File: src/rtl/regs_wb_arbiter_if.sv
// Writeback arbiter bus: two requester handshakes, register-file write port,
// pending-write lookup and status.
interface regs_wb_if #(
  parameter int unsigned DATA_W = 32,
  parameter int unsigned ADDR_W = 5
);
  logic              flush;
  logic              a_valid;
  logic              a_ready;
  logic [ADDR_W-1:0] a_addr;
  logic [DATA_W-1:0] a_data;
  logic              b_valid;
  logic              b_ready;
  logic [ADDR_W-1:0] b_addr;
  logic [DATA_W-1:0] b_data;
  logic              rf_we;
  logic [ADDR_W-1:0] rf_waddr;
  logic [DATA_W-1:0] rf_wdata;
  logic [ADDR_W-1:0] q_addr;
  logic              q_hit;
  logic              busy;

  // Arbiter side
  modport slave (
    input  flush, a_valid, a_addr, a_data, b_valid, b_addr, b_data, q_addr,
    output a_ready, b_ready, rf_we, rf_waddr, rf_wdata, q_hit, busy
  );

  // Requester / decode / register-file side
  modport master (
    output flush, a_valid, a_addr, a_data, b_valid, b_addr, b_data, q_addr,
    input  a_ready, b_ready, rf_we, rf_waddr, rf_wdata, q_hit, busy
  );
endinterface

File: src/rtl/regs_wb_arbiter.sv
// Two-requester writeback arbiter: per-requester FIFOs drained round-robin
// into a registered register-file write port, with pending-address lookup.
module regs_wb_arbiter #(
  parameter int unsigned DATA_W     = 32,
  parameter int unsigned ADDR_W     = 5,
  parameter int unsigned FIFO_DEPTH = 2
) (
  input logic      clk,
  input logic      rst_n,
  regs_wb_if.slave bus
);

  localparam int unsigned PTR_W = $clog2(FIFO_DEPTH);
  localparam int unsigned CNT_W = PTR_W + 1;
  localparam int unsigned NREQ  = 2;

  typedef struct packed {
    logic [ADDR_W-1:0] addr;
    logic [DATA_W-1:0] data;
  } wb_entry_t;

  // Index 0 is requester A, index 1 is requester B.
  wb_entry_t        mem      [NREQ][FIFO_DEPTH];
  logic [PTR_W-1:0] rd_ptr   [NREQ];
  logic [PTR_W-1:0] wr_ptr   [NREQ];
  logic [CNT_W-1:0] cnt      [NREQ];
  wb_entry_t        in_entry [NREQ];
  wb_entry_t        head     [NREQ];

  logic [NREQ-1:0] in_valid;
  logic [NREQ-1:0] ready;
  logic [NREQ-1:0] push;
  logic [NREQ-1:0] pop;
  logic [NREQ-1:0] nonempty;
  logic [NREQ-1:0] full;

  logic              last_b;
  logic              grant_a;
  logic              grant_b;
  logic              rf_we_q;
  logic [ADDR_W-1:0] rf_waddr_q;
  logic [DATA_W-1:0] rf_wdata_q;
  logic              hit;

  // FIFO status, handshake and enqueue qualification (r0 writes are swallowed)
  always_comb begin
    in_valid    = {bus.b_valid, bus.a_valid};
    in_entry[0] = '{addr: bus.a_addr, data: bus.a_data};
    in_entry[1] = '{addr: bus.b_addr, data: bus.b_data};
    ready       = '0;
    push        = '0;
    nonempty    = '0;
    full        = '0;
    for (int r = 0; r < NREQ; r++) begin
      nonempty[r] = (cnt[r] != '0);
      full[r]     = (cnt[r] == CNT_W'(FIFO_DEPTH));
      ready[r]    = rst_n & ~full[r] & ~bus.flush;
      push[r]     = in_valid[r] & ready[r] & (in_entry[r].addr != '0);
      head[r]     = mem[r][rd_ptr[r]];
    end
  end

  // Round-robin grant on FIFO heads; the requester not served last wins a tie
  always_comb begin
    grant_a = ~bus.flush & nonempty[0] & (~nonempty[1] | last_b);
    grant_b = ~bus.flush & nonempty[1] & (~nonempty[0] | ~last_b);
    pop     = {grant_b, grant_a};
  end

  // FIFO pointers and occupancy; flush drops everything still queued
  always_ff @(posedge clk or negedge rst_n) begin
    if (!rst_n) begin
      for (int r = 0; r < NREQ; r++) begin
        rd_ptr[r] <= '0;
        wr_ptr[r] <= '0;
        cnt[r]    <= '0;
      end
    end else begin
      for (int r = 0; r < NREQ; r++) begin
        if (bus.flush) begin
          rd_ptr[r] <= '0;
          wr_ptr[r] <= '0;
          cnt[r]    <= '0;
        end else begin
          if (push[r]) wr_ptr[r] <= wr_ptr[r] + PTR_W'(1);
          if (pop[r])  rd_ptr[r] <= rd_ptr[r] + PTR_W'(1);
          cnt[r] <= cnt[r] + CNT_W'(push[r]) - CNT_W'(pop[r]);
        end
      end
    end
  end

  // FIFO storage; contents are only meaningful below the occupancy count
  always_ff @(posedge clk) begin
    for (int r = 0; r < NREQ; r++) begin
      if (push[r]) mem[r][wr_ptr[r]] <= in_entry[r];
    end
  end

  // Round-robin history; reset value lets A win the first tie
  always_ff @(posedge clk or negedge rst_n) begin
    if (!rst_n) begin
      last_b <= 1'b1;
    end else if (grant_a) begin
      last_b <= 1'b0;
    end else if (grant_b) begin
      last_b <= 1'b1;
    end
  end

  // Registered write port: one-cycle enable pulse per grant, address/data hold otherwise
  always_ff @(posedge clk or negedge rst_n) begin
    if (!rst_n) begin
      rf_we_q    <= 1'b0;
      rf_waddr_q <= '0;
      rf_wdata_q <= '0;
    end else if (grant_a) begin
      rf_we_q    <= 1'b1;
      rf_waddr_q <= head[0].addr;
      rf_wdata_q <= head[0].data;
    end else if (grant_b) begin
      rf_we_q    <= 1'b1;
      rf_waddr_q <= head[1].addr;
      rf_wdata_q <= head[1].data;
    end else begin
      rf_we_q    <= 1'b0;
    end
  end

  // Pending-write lookup over live FIFO slots and the write in flight; r0 never hits
  always_comb begin
    logic [PTR_W-1:0] offs;
    offs = '0;
    hit  = 1'b0;
    if (bus.q_addr != '0) begin
      hit = rf_we_q & (rf_waddr_q == bus.q_addr);
      for (int r = 0; r < NREQ; r++) begin
        for (int i = 0; i < FIFO_DEPTH; i++) begin
          offs = PTR_W'(i) - rd_ptr[r];
          if ((CNT_W'(offs) < cnt[r]) && (mem[r][i].addr == bus.q_addr)) hit = 1'b1;
        end
      end
    end
  end

  assign bus.a_ready  = ready[0];
  assign bus.b_ready  = ready[1];
  assign bus.rf_we    = rf_we_q;
  assign bus.rf_waddr = rf_waddr_q;
  assign bus.rf_wdata = rf_wdata_q;
  assign bus.q_hit    = hit;
  assign bus.busy     = (|nonempty) | rf_we_q;

endmodule

File: src/flat_wrapper.sv
// flat-port wrapper written by rule: the top's interface ports become plain ports
module regs_wb_arbiter_flat 
#(
  parameter int unsigned DATA_W     = 32,
  parameter int unsigned ADDR_W     = 5,
  parameter int unsigned FIFO_DEPTH = 2
)
  (clk, rst_n, bus_flush, bus_a_valid, bus_a_addr, bus_a_data, bus_b_valid, bus_b_addr, bus_b_data, bus_q_addr, bus_a_ready, bus_b_ready, bus_rf_we, bus_rf_waddr, bus_rf_wdata, bus_q_hit, bus_busy);
  regs_wb_if #(.DATA_W(DATA_W), .ADDR_W(ADDR_W)) bus_i ();
  input logic clk;
  input logic rst_n;
  input wire logic [$bits(bus_i.flush)-1:0] bus_flush;
  input wire logic [$bits(bus_i.a_valid)-1:0] bus_a_valid;
  input wire logic [$bits(bus_i.a_addr)-1:0] bus_a_addr;
  input wire logic [$bits(bus_i.a_data)-1:0] bus_a_data;
  input wire logic [$bits(bus_i.b_valid)-1:0] bus_b_valid;
  input wire logic [$bits(bus_i.b_addr)-1:0] bus_b_addr;
  input wire logic [$bits(bus_i.b_data)-1:0] bus_b_data;
  input wire logic [$bits(bus_i.q_addr)-1:0] bus_q_addr;
  output wire logic [$bits(bus_i.a_ready)-1:0] bus_a_ready;
  output wire logic [$bits(bus_i.b_ready)-1:0] bus_b_ready;
  output wire logic [$bits(bus_i.rf_we)-1:0] bus_rf_we;
  output wire logic [$bits(bus_i.rf_waddr)-1:0] bus_rf_waddr;
  output wire logic [$bits(bus_i.rf_wdata)-1:0] bus_rf_wdata;
  output wire logic [$bits(bus_i.q_hit)-1:0] bus_q_hit;
  output wire logic [$bits(bus_i.busy)-1:0] bus_busy;
  assign bus_i.flush = bus_flush;
  assign bus_i.a_valid = bus_a_valid;
  assign bus_i.a_addr = bus_a_addr;
  assign bus_i.a_data = bus_a_data;
  assign bus_i.b_valid = bus_b_valid;
  assign bus_i.b_addr = bus_b_addr;
  assign bus_i.b_data = bus_b_data;
  assign bus_i.q_addr = bus_q_addr;
  assign bus_a_ready = bus_i.a_ready;
  assign bus_b_ready = bus_i.b_ready;
  assign bus_rf_we = bus_i.rf_we;
  assign bus_rf_waddr = bus_i.rf_waddr;
  assign bus_rf_wdata = bus_i.rf_wdata;
  assign bus_q_hit = bus_i.q_hit;
  assign bus_busy = bus_i.busy;
  regs_wb_arbiter #(.DATA_W(DATA_W), .ADDR_W(ADDR_W), .FIFO_DEPTH(FIFO_DEPTH)) u_core (.clk(clk), .rst_n(rst_n), .bus(bus_i));
endmodule
File: config.mk
export PLATFORM = sky130hd
export DESIGN_NAME = regs_wb_arbiter_flat
export DESIGN_NICKNAME = d
export VERILOG_FILES = /design/src/rtl/regs_wb_arbiter_if.sv /design/src/rtl/regs_wb_arbiter.sv /design/src/flat_wrapper.sv
export SDC_FILE = /design/constraint.sdc
export NUM_CORES = 1
export LEC_CHECK = 0
export ABC_AREA = 1
export CAP_MARGIN = 25
export CORE_MARGIN = 2
export CORE_UTILIZATION = 40
export CTS_BUF_LIST = sky130_fd_sc_hd__clkbuf_4
export CTS_CLUSTER_SIZE = 25
export DETAILED_ROUTE_END_ITERATION = 8
export GPL_TIMING_DRIVEN = 0
export PLACE_DENSITY = 0.66
export SLEW_MARGIN = 10
export SYNTH_ARGS = -nofsm -noshare
export SYNTH_HDL_FRONTEND = slang
export SYNTH_SLANG_ARGS = --single-unit
File: constraint.sdc
create_clock -name clk -period 3.25 [get_ports clk]
set_input_delay 0.975 -clock clk [delete_from_list [all_inputs] [get_ports clk]]
set_output_delay 0.975 -clock clk [all_outputs]
set_load 0.02 [all_outputs]
### Word-level counts from Yosys, hierarchy flattened

Memory sizes are Yosys's and may differ from the RTL's.
Cells that the tools add are included.

| word-level totals | value |
|---|---|
| register bits | 47 |
| bits in latches | 0 |
| bits in writable memories | 148 |
| ROM bits | 0 |
| input port bits | 84 |
| output and inout bits | 42 |
| logic and storage cells | 120 |
| memories | 1 |

Memories:

| memory | depth | bits a word | rd ports | clocked after Yosys merged registers in | wr ports | RTL line | text |
|---|---|---|---|---|---|---|---|
| u_core.mem | 2 | 74 | 2 | 0 | 2 | regs_wb_arbiter.sv:23 | `wb_entry_t mem [NREQ][FIFO_DEPTH];` |

| cells by class | value |
|---|---|
| add/sub/neg operators | 12 |
| multiply operators | 0 |
| div/mod/pow operators | 0 |
| magnitude comparators | 10 |
| eq/ne operators | 7 |
| shifts and indexed selects | 0 |
| multiplexer cells | 37 |
| bitwise gates (word level) | 26 |
| reduce and logical (&&, ||, !) cells | 17 |

Operators with widths:

| kind | count |
|---|---|
| 2-to-1 mux 37 bit | 8 |
| 2-to-1 mux 74 bit | 2 |
| demux 37 bit (select 1 bit) | 2 |
| 2-to-1 mux 32 bit | 2 |
| == test 5 bit | 5 |
| 2-to-1 mux 1 bit | 19 |
| nonzero test 5 bit | 3 |
| nonzero test 2 bit | 7 |
| bitwise AND 1 bit | 13 |
| 2-to-1 mux 5 bit | 2 |
| greater-or-equal comparator 2 bit (second input constant) | 4 |
| < comparator 1 x 2 -> 1 bit | 4 |
| inverter 1 -> 2 bit | 4 |
| logical AND 1 bit | 6 |
| inverter 1 bit | 6 |
| adder 1 bit (second input constant) | 4 |
| adder 2 x 1 -> 2 bit | 2 |
| == test 2 bit (second input constant) | 2 |
| < comparator 2 x 1 -> 1 bit (second input constant) | 2 |
| 2-to-1 mux 2 bit | 2 |
| subtractor 1 bit (first input constant) | 4 |
| subtractor 2 x 1 -> 2 bit | 2 |
| bitwise OR 1 bit | 3 |
| OR reduction 2 bit | 1 |

### Longest topological paths before layout

| depth | value |
|---|---|
| depth after elaboration | 9 |
| depth in mapped cells | 11 |
| depth with buffers taken out | 10 |

### Worst setup path before layout

OpenSTA, ideal clock, no wires.

| timing path | value |
|---|---|
| path type | in2reg |
| start | in bus_flush |
| end | mem u_core.mem[0][0] (netlist bit), enable pin |
| data arrival time | 3.315 ns |
| path slack | -0.498 ns |
| cell stages on the path | 5 |
| cells stage by stage | inv_2 -> nand2_1 -> a21oi_1 -> nand3_1 -> nor2_1 |

RTL lines:

| item | RTL line | text |
|---|---|---|
| from (decl) | flat_wrapper.sv:12 | `input wire logic [$bits(bus_i.flush)-1:0] bus_flush;` |
| to (decl) | regs_wb_arbiter.sv:23 |  |

### Final worst setup path

| timing path | value |
|---|---|
| start | in bus_q_addr[4] |
| end | out bus_q_hit |

| on the way | value |
|---|---|
| longest elaborated chain between the ends | 7 |
| elaborated cells between the ends (all ways) | 16 |

Ends and longest elaborated chain:

| item | RTL line | text |
|---|---|---|
| from (decl) | flat_wrapper.sv:19 | `input wire logic [$bits(bus_i.q_addr)-1:0] bus_q_addr;` |
| == test 5 bit, on equally long branches | regs_wb_arbiter.sv:136, regs_wb_arbiter.sv:140 |  |
| bitwise AND 1 bit / logical AND 1 bit (equally long branches) | regs_wb_arbiter.sv:136, regs_wb_arbiter.sv:140 |  |
| 2-to-1 mux 1 bit (4 in series) | regs_wb_arbiter.sv:140 | `if ((CNT_W'(offs) < cnt[r]) && (mem[r][i].addr == bus.q_addr)) hit = 1'b1;` |
| 2-to-1 mux 1 bit (*) | regs_wb_arbiter.sv:135 | `if (bus.q_addr != '0) begin` |
| to (decl) | flat_wrapper.sv:25 | `output wire logic [$bits(bus_i.q_hit)-1:0] bus_q_hit;` |

Mark *: on every way between the ends. The rest lies on a longest branch, timed or not.

==> results.yml <==
sta:
  fmax_mhz: 316
  report.final.slew_viol_count: 0
  max_slew_margin_pct: 53.4
  hold_slack_ns: 0.285
  fin_skew_ns: 0.0148
  grt_setup_unrepaired: "no"
  finalHoldViolCount: 0
  min_period_ns: 3.17
  finalSetupViolCount: 0
  period_share_pct: 97.4
  tightest_slew_ns: 0.697
  setup_tns_ns: 0
worst_setup_path:
  crit_buf_inv: 3
  cpLargestDelayFamily: "buffers and inverters"
  critical_path_class: "input port to primary output"
  worstPathRequired_ns: 2.27
  path_max_fanout: 6
  crit_path_max_incr_delay_ns: 0.27
  critPathMostFrequentCell: "nor2_1"
  slowest_stage: "clkdlybuf4s15_2"
  crit_arrival_ns: 2.19
  cp-end-kind: "primary output"
  startpoint_type: "input port"
  path_cells: "clkdlybuf4s15_2 -> inv_2 -> nand2_1 -> o21ai_0 -> nor2_1 -> nand3_1 -> nand2_1 -> nor2_1 -> nor2_1 -> clkdlybuf4s15_2"
outcome:
  status: "completed"
route:
  drc: 0
  vias: 5439
  wl_per_cell_um: 16.7
  vias_per_cell: 4.86
  totalWireLength_um: 18700
  first_pass_iters: 4
  drtIter0Drc: 350
  drtAntennaViolNets: 0
worst_hold_path:
  worstHoldPathType: "input port to async pin"
run:
  max_cap_violations: 0
final_layout:
  area_growth_pct: 26.3
  layout_commonest_cell: "nand2_1"
  fin_cells: 1120
  final_cell_mix: "nand2_1, edfxtp_1, clkdlybuf4s50_1"
  nets: 928
  drive_above_1_share_pct: 9.14
clock_network:
  numCtsBuffers: 17
  htree_levels: 4
  clockBufferDepth: 2
  cts_tree: "yes"
  clock_latency_ns: 0.57
  clock-sinks: 195
  ctsRootBufferMaster: "clkbuf_4"
  cts.reportedPaths.clkPinSlew_ns: 0.14
power_and_ir_drop:
  power_frac_seq_pct: 43.6
  p_comb_share_pct: 34.8
  p_leak_nw: 4.01
  swShare_pct: 35.0
  vdd_ir_drop_max_mv: 0.368
  internal-power_mw: 4.87
  clockPowerShare_pct: 21.6
  p_sw_mw: 2.62
  p_per_area_nw_per_um2: 741
floorplanning:
  coreArea_um2: 19500
  placementRows: 51
  dieHeight_um: 145
  die-area_um2: 21100
  die_w_um: 145
  start_util_pct: 41.0
  pin_count: 126
grt:
  antenna_found_initial: 2
  grt_overflow: 0
  grt_pass1_wl_um: 28900
  grt_max_degree: 29
  grt_pass1_vias: 5372
  grtUsageTotal_pct: 18.1
synth:
  postSynthAreaPerCell_um2: 11.5
  synthCells: 693
  ys_ff_latch: 195
  syn_nets: 781
  seq_area_frac_synth_pct: 70.3
  yosys_warnings: 0
  ys_types: 24
  netlist_area_um2: 8000
placed_design:
  portBuffers: 123
  place.gp.congestion: 0.845
  dp_cells: 1086
  dpl.hpwl_um: 13100
[layout make-up]
class	count	area, µm²
diodes	2	5.00
plain buffers	31	161
clock buffers	18	135
clock inverters	14	246
fillers	1745	9420
inverters	105	394
multi-input cells	361	1850
flip-flops and latches	195	5620
well taps	265	332
repair buffers	129	1350
[per-stage QoR]
stage / instance area (µm²) / util, % / power, mW / setup slack [ns]
after global routing: 10100 / 51.7 / 7.91 / 0.000218
after CTS: 10100 / 51.8 / 7.57 / 0.0251
after detailed placement: 9710 / 49.7 / 5.96 / -0.692
final: 10100 / 51.7 / 7.49 / 0.0842
after global placement: 9570 / 49.0 / 5.89 / -3.06
after floorplan: 8010 / - / 4.77 / 0.0864
[logic make-up after synthesis]
| kind of cell | Yosys count | share of synthesized area (%) |
|---|---|---|
| simple gates | 258 | 13.1 |
| flops | 195 | 70.3 |
| buf+inv | 137 | 6.96 |
| compound gates | 89 | 7.96 |
| xor+xnor | 10 | 1.10 |
| fa+ha+maj | 4 | 0.626 |
[timing repair]
action                     CTS  global route
hold buffers                 0             0
gates resized for setup     19             6
pin swaps                    0             0
setup endpoints to repair    3             1
setup buffers                1             0
[path summary, 6_finish.rpt]
check                                  start                       to  slack [ns]  depth (start not counted)
max reg2reg                    u_core.cnt[3]        u_core.mem[0][21]        1.16                          4
max in group asynchronous              rst_n            u_core.last_b        2.42                          2
min reg2reg                u_core.mem[0][40]   u_core.bus.rf_wdata[3]        0.50                          2
min                                    rst_n  u_core.bus.rf_wdata[10]        0.28                          1
min in group clk           u_core.mem[0][40]   u_core.bus.rf_wdata[3]        0.50                          2
max                            bus_q_addr[4]                bus_q_hit        0.08                         10
[sequential cells by signal (all words and copies together), names as in the netlist]
register             cells
u_core.mem             148
u_core.bus.rf_wdata     32
u_core.bus.rf_waddr      5
u_core.cnt               4
u_core.rd_ptr            2
u_core.wr_ptr            2
u_core.bus.rf_we         1
u_core.last_b            1
[metal layers]
metal  vias up  wire, µm  global-route usage [%]
met5         -         0                       0
met4         0       166                    4.95
met3        13      1160                    4.08
met2       166      9010                    29.5
met1      2621      8340                    24.5
li1       2639         -                       -
[power groups by stage]
stage / clock, mW / sequential (mW) / combinational [mW]
global placement: 0 / 3.32 / 2.57
finish: 1.62 / 3.27 / 2.60
global route: 1.75 / 3.31 / 2.85
detailed placement: 0 / 3.31 / 2.65
CTS: 1.65 / 3.26 / 2.65
floorplan: 0 / 3.53 / 1.24
[synthesized netlist by cell type (all sizes together)]
| library cell | instances | area, µm² |
|---|---|---|
| inv | 105 | 394 |
| nor2 | 34 | 140 |
| clkbuf | 15 | 56.3 |
| dfstp | 1 | 26.3 |
| ha | 4 | 50.1 |
| xnor2 | 2 | 17.5 |
| edfxtp | 148 | 4440 |
| o21ai | 9 | 45.0 |
| xor2 | 8 | 70.1 |
| nand3 | 47 | 235 |
| a21oi | 8 | 51.3 |
| nor3 | 3 | 15.0 |
| nand2 | 174 | 656 |
| buf | 17 | 106 |
| dfrtp | 46 | 1150 |
| o211ai | 72 | 541 |
[worst reg2reg max path, stage by stage, from the launching register on]
cell     delay (ns)
dfrtp_1        0.47
a21oi_2        0.24
nand3_1        0.24
nor2_4         0.60
buf_16         0.25
Note: power is estimated with default switching activity, not from simulation.
